File: config.mk
export PLATFORM = sky130hd
export DESIGN_NAME = result_display_driver
export DESIGN_NICKNAME = d
export VERILOG_FILES = /design/src/rtl/calc_display_pkg.sv /design/src/rtl/seg7_decoder.sv /design/src/rtl/result_display_driver.sv
export SDC_FILE = /design/constraint.sdc
export NUM_CORES = 1
export LEC_CHECK = 0
export BUFFER_PORTS_ARGS = -buffer_cell sky130_fd_sc_hd__buf_2
export CAP_MARGIN = 20
export CORE_MARGIN = 5
export CORE_UTILIZATION = 40
export DETAILED_ROUTE_END_ITERATION = 10
export PLACE_DENSITY = 0.67
export RECOVER_POWER = 50
export SETUP_SLACK_MARGIN = 0.3
export SYNTH_ARGS = -nofsm -noshare
export SYNTH_HDL_FRONTEND = slang
export SYNTH_SLANG_ARGS = --single-unit
File: constraint.sdc
create_clock -name clk -period 4.89 [get_ports clk]
set_clock_uncertainty 0.2 [all_clocks]
set_input_delay 0 -clock clk [delete_from_list [all_inputs] [get_ports clk]]
set_output_delay 0 -clock clk [all_outputs]
set_load 0.02 [all_outputs]
File: src/rtl/calc_display_pkg.sv
// Shared types and constants for the calculator result display stage.
package calc_display_pkg;

    typedef enum logic {
        IDLE,
        CONV
    } state_t;

    localparam int NUM_DIGITS = 6;
    localparam int BCD_DIGITS = 5;

    // Segment order is {g,f,e,d,c,b,a}, active-high.
    localparam logic [6:0] SEG_BLANK = 7'b0000000;
    localparam logic [6:0] SEG_MINUS = 7'b1000000;

    localparam logic [6:0] SEG_TABLE [16] = '{
        7'h3F, 7'h06, 7'h5B, 7'h4F,
        7'h66, 7'h6D, 7'h7D, 7'h07,
        7'h7F, 7'h6F, 7'h77, 7'h7C,
        7'h39, 7'h5E, 7'h79, 7'h71
    };

endpackage

File: src/rtl/seg7_decoder.sv
// Combinational 7-segment decoder; minus wins over blank, blank wins over the digit.
module seg7_decoder
    import calc_display_pkg::*;
(
    input  logic [3:0] digit,
    input  logic       blank,
    input  logic       minus,
    output logic [6:0] seg
);

    // Look up the glyph, then let the sign and blanking controls override it.
    always_comb begin
        seg = SEG_TABLE[digit];
        if (minus) begin
            seg = SEG_MINUS;
        end else if (blank) begin
            seg = SEG_BLANK;
        end
    end

endmodule

File: src/rtl/result_display_driver.sv
// Display stage of the calculator: sequential binary-to-BCD conversion of the
// result word plus a multiplexed 6-digit 7-segment scan.
// Optional feature: define SIGNED_DISPLAY_EN to treat the value as two's
// complement and show a '-' on digit 5 for negative results.
module result_display_driver
    import calc_display_pkg::*;
#(
    parameter int REFRESH_DIV   = 50000,
    parameter int LEADING_BLANK = 1
) (
    input  logic        clk,
    input  logic        clear,
    input  logic [15:0] value,
    output logic        busy,
    output logic [19:0] bcd,
    output logic [6:0]  seg,
    output logic [5:0]  an
);

    localparam int PW = (REFRESH_DIV > 1) ? $clog2(REFRESH_DIV) : 1;
    localparam logic [PW-1:0] PRE_LAST = PW'(REFRESH_DIV - 1);

    state_t        state, state_next;
    logic [15:0]   src, src_next;
    logic [15:0]   shreg, shreg_next;
    logic [19:0]   scratch, scratch_next;
    logic [3:0]    cnt, cnt_next;
    logic [19:0]   bcd_next;
    logic          busy_next;
    logic          pend_neg, pend_neg_next;
    logic          neg, neg_next;

    logic [15:0]   mag;
    logic          value_neg;
    logic [19:0]   adjusted;
    logic [35:0]   dd_shifted;

`ifdef SIGNED_DISPLAY_EN
    assign value_neg = value[15];
    assign mag       = value[15] ? (~value + 16'd1) : value;
`else
    assign value_neg = 1'b0;
    assign mag       = value;
`endif

    // Double-dabble step: add 3 to every scratch nibble >= 5 before the shift.
    always_comb begin
        adjusted = scratch;
        for (int k = 0; k < BCD_DIGITS; k++) begin
            if (scratch[4*k +: 4] >= 4'd5) begin
                adjusted[4*k +: 4] = scratch[4*k +: 4] + 4'd3;
            end
        end
    end

    assign dd_shifted = {adjusted, shreg} << 1;

    // Next-state logic: start a conversion on a new value, commit after 16 shifts.
    always_comb begin
        state_next    = state;
        src_next      = src;
        shreg_next    = shreg;
        scratch_next  = scratch;
        cnt_next      = cnt;
        bcd_next      = bcd;
        busy_next     = busy;
        pend_neg_next = pend_neg;
        neg_next      = neg;
        case (state)
            IDLE: begin
                if (value != src) begin
                    src_next      = value;
                    shreg_next    = mag;
                    scratch_next  = '0;
                    cnt_next      = '0;
                    pend_neg_next = value_neg;
                    busy_next     = 1'b1;
                    state_next    = CONV;
                end
            end
            CONV: begin
                scratch_next = dd_shifted[35:16];
                shreg_next   = dd_shifted[15:0];
                cnt_next     = cnt + 4'd1;
                if (cnt == 4'd15) begin
                    bcd_next   = dd_shifted[35:16];
                    neg_next   = pend_neg;
                    busy_next  = 1'b0;
                    state_next = IDLE;
                end
            end
            default: begin
                state_next = IDLE;
            end
        endcase
    end

    // Conversion state register; clear aborts any conversion without committing.
    always_ff @(posedge clk) begin
        if (clear) begin
            state    <= IDLE;
            src      <= '0;
            shreg    <= '0;
            scratch  <= '0;
            cnt      <= '0;
            bcd      <= '0;
            busy     <= 1'b0;
            pend_neg <= 1'b0;
            neg      <= 1'b0;
        end else begin
            state    <= state_next;
            src      <= src_next;
            shreg    <= shreg_next;
            scratch  <= scratch_next;
            cnt      <= cnt_next;
            bcd      <= bcd_next;
            busy     <= busy_next;
            pend_neg <= pend_neg_next;
            neg      <= neg_next;
        end
    end

    logic [PW-1:0] pre, pre_next;
    logic [2:0]    idx, idx_next;
    logic [4:0]    lit;
    logic [3:0]    cur_digit;
    logic          cur_blank;
    logic          cur_minus;
    logic [6:0]    seg_next;
    logic [5:0]    an_next;

    // Scan timing: the prescaler wrap advances the digit slot 0..5.
    always_comb begin
        pre_next = pre + 1'b1;
        idx_next = idx;
        if (pre == PRE_LAST) begin
            pre_next = '0;
            idx_next = (idx == 3'd5) ? 3'd0 : idx + 3'd1;
        end
    end

    // A digit is lit if it or any higher digit is non-zero; digit 0 always lit.
    always_comb begin
        logic any_higher;
        any_higher = 1'b0;
        lit        = '0;
        lit[0]     = 1'b1;
        for (int i = BCD_DIGITS - 1; i >= 1; i--) begin
            any_higher = any_higher | (bcd[4*i +: 4] != 4'd0);
            lit[i]     = any_higher | (LEADING_BLANK == 0);
        end
    end

    // Pick the digit and its controls for the slot being displayed next.
    always_comb begin
        cur_digit = 4'd0;
        cur_blank = 1'b1;
        cur_minus = 1'b0;
        case (idx_next)
            3'd0: begin cur_digit = bcd[3:0];   cur_blank = ~lit[0]; end
            3'd1: begin cur_digit = bcd[7:4];   cur_blank = ~lit[1]; end
            3'd2: begin cur_digit = bcd[11:8];  cur_blank = ~lit[2]; end
            3'd3: begin cur_digit = bcd[15:12]; cur_blank = ~lit[3]; end
            3'd4: begin cur_digit = bcd[19:16]; cur_blank = ~lit[4]; end
            default: begin
                cur_blank = ~neg;
                cur_minus = neg;
            end
        endcase
    end

    seg7_decoder u_decoder (
        .digit (cur_digit),
        .blank (cur_blank),
        .minus (cur_minus),
        .seg   (seg_next)
    );

    assign an_next = 6'b111111 ^ (6'b000001 << idx_next);

    // Registered scan outputs, driven from the post-update slot and committed bcd.
    always_ff @(posedge clk) begin
        if (clear) begin
            pre <= '0;
            idx <= 3'd0;
            an  <= 6'b111110;
            seg <= SEG_TABLE[0];
        end else begin
            pre <= pre_next;
            idx <= idx_next;
            an  <= an_next;
            seg <= seg_next;
        end
    end

endmodule
==> impl_metrics.py <==
metrics = {
    "run_status": {
        "outcome": "completed",
    },
    "floorplanning": {
        "die_y_um": 126,
        "coreArea_um2": 13200,
        "start_util_pct": 40.7,
        "chipWidth_um": 126,
        "dieArea_um2": 15800,
        "io_pins": 52,
        "rows": 42,
    },
    "cts": {
        "clockBufferDepth": 2,
        "cts_buffers": 9,
        "clkTransAtPathRegs_ps": 80,
        "clk_root_buffer_cell": "clkbuf_16",
        "clock_sinks": 110,
        "cts_tree": "done",
        "htreeDepth": 3,
        "clk_latency_ps": 360,
    },
    "place": {
        "dp_slack_ps": 1410,
        "dpl.cell_count": 872,
        "place.gp.congestion": 0.920,
        "port_buffers": 51,
        "hpwl_um": 8890,
    },
    "global_routing": {
        "grt_pass1_wl_um": 21600,
        "grt-ovfl-total": 0,
        "grtUsageTotal_pct": 16.4,
        "grt_max_degree": 77,
        "grt_pass1_vias": 4461,
        "antenna_found_initial": 0,
    },
    "critical_path": {
        "worstPathRequired_ps": 4930,
        "cp-end-kind": "flop",
        "slowest_stage": "and4_1",
        "crit_chain": "ha_1 > and3_1 > and4_1 > xnor2_1 > nor2_1 > a2111oi_4 > ha_1 > and2_1 > o311ai_2 > a2bb2oi_1",
        "crit_fanout": 23,
        "critical_path_class": "flop to flop",
        "worst_path_largest_cell_delay_ps": 680,
        "regToRegSetupSlack_ps": 1360,
        "cp-start-kind": "flop",
        "critPathMostFrequentCell": "ha_1",
        "cp_data_arrival_time_ps": 3570,
    },
    "timing": {
        "rsz0062_at_grt": "no",
        "fin_tns_setup_ps": 0,
        "finalHoldViolations": 0,
        "setup_slack_ps": 1360,
        "slew_violations": 0,
        "finalCritPeriodShare_pct": 72.2,
        "final.min_clock_period_ps": 3530,
        "slew_headroom_pct": 28.5,
        "fmax_mhz": 283,
        "max_slew.worst_pin.slew_ps": 1070,
        "hold_ws_ps": 244,
        "finalSetupViolations": 0,
    },
    "yosys": {
        "synth_common_cells": "127 x nand2_1, 110 x dfxtp_1, 94 x a21oi_1",
        "syn_inst": 682,
        "yosysMostFrequentCell": "nand2_1",
        "ys_warn_count": 0,
        "synthArstFlopShare_pct": 0,
        "synth_area_per_cell_um2": 7.86,
        "yosysTopAreaCell": "dfxtp_1",
        "synth_top_area_share_pct": 41.1,
        "ys_ff_latch": 110,
        "synthesis.nets": 714,
        "syn_area_um2": 5360,
        "synth-edff-count": 0,
        "synth.area.top_cells": "dfxtp_1 41%, nand2_1 8.9%, a21oi_1 8.8%",
        "synth_seq_area_share_pct": 41.1,
        "synth_cell_types": 55,
        "ys.flop_type": "dfxtp_1",
    },
    "route": {
        "drt_wl_total_um": 13000,
        "drtAntennaViolNets": 0,
        "avgRoutedWirePerCell_um": 14.3,
        "drc": 0,
        "drt_iter0_markers": 417,
        "firstDrtPassIters": 5,
        "vias": 4795,
        "vias_per_cell": 5.30,
    },
    "power_and_ir_drop": {
        "irDropWorstVdd_mv": 0.168,
        "p_leak_nw": 2.30,
        "power_density_nw_per_um2": 292,
    },
    "final_layout": {
        "fin_nets": 756,
        "num_antenna_cells": 0,
        "drive_gt1_share_pct": 5.76,
        "stdcell_count": 905,
        "syn2layout_area_growth_pct": 14.1,
        "final_core_util_pct": 46.4,
    },
    "hold_path": {
        "min_path_type": "flop to flop",
    },
    "job": {
        "maxCapViolations": 0,
    },
}
## sequential cells by signal (all words and copies together), names as in the netlist
signal,flops
an,6
bcd,20
busy,1
cnt,4
idx,3
pre,16
scratch,20
seg,7
shreg,16
src,16
state,1
## what timing repair did
item	4_1_cts	5_1_grt
gates resized for setup	0	0
setup endpoints to repair	0	0
buffers inserted	0	0
endpoints found under the hold margin	42	0
hold buffers	17	0
## worst max-delay path: cells and delay by family, from the launching register on
family	cells	cell delay, ps
and+or+nand+nor	4	1230
AOI/OAI and AO/OA	3	770
xor gates and xnor gates	1	330
DFF	1	350
adders and majority gates	2	540
## cell usage in the layout (no fill, tap or decap), drive strengths merged, types with 5 or more instances in the layout
cell and n:
nor3b 12, nor3 18, nor2 73, a311oi 6, nand2 127, mux2i 9
and2 5, a21oi 94, buf 22, o21ai 20, a211oi 8, xnor2 10
dlygate4sd3 17, inv 17, nand2b 6, nand3 14, xor2 23, dfxtp 110
nor2b 10, clkbuf 45, nand4 6, nor4 7, ha 14, and3 7
## worst paths after layout
check	startpoint	end	cells after the start
worst max-delay path	pre[0]	seg[3]	10
worst min register to register	pre[0]	pre[0]	1
worst max register to register	pre[0]	seg[3]	10
worst min-delay path	pre[0]	pre[0]	1
## cell type report
cell class                      count  area (um2)
Sequential cell                   110        2200
Clock inverter                      5        53.8
Clock buffer                       11         253
Inverter                           16        60.1
Timing Repair Buffer               73         420
Multi-Input combinational cell    514        2910
Fill cell                        1289        7070
Tap cell                          176         220
## per-layer routing
metal,share of wire (%),up-vias,GRT usage (%)
li1,-,2422,-
met3,5.2,14,3.01
met5,0,-,0
met4,1.8,0,6.62
met2,45,131,26.1
met1,48,2228,21.9
## report_power, final
part,total [mW],leakage [nW],switching (mW),internal [mW]
Clock,0.748,0.151,0.363,0.385
Sequential,0.932,0.896,0.0156,0.916
Combinational,0.104,1.25,0.0615,0.0425
## logic make-up (layout without fill, tap and decap cells)
kind of cell | after synthesis | after routing | share of synthesized area, %
adder cells (fa/ha/maj) | 15 | 15 | 3.45
XOR/XNOR | 33 | 33 | 5.53
buffers and inverters | 58 | 105 | 4.46
AND/OR/NAND/NOR | 302 | 302 | 26.0
AO/OA/AOI/OAI | 154 | 154 | 17.6
flip-flops | 110 | 110 | 41.1
multiplexers | 10 | 10 | 1.96
## metrics by stage
step	total power, mW	cell area [um2]
after floorplan	1.02	5360
after global placement	1.04	5700
after detailed placement	1.05	5700
after CTS	1.80	6170
after global routing	1.85	6120
final	1.78	6120
Power figures use the tool's default switching activity.
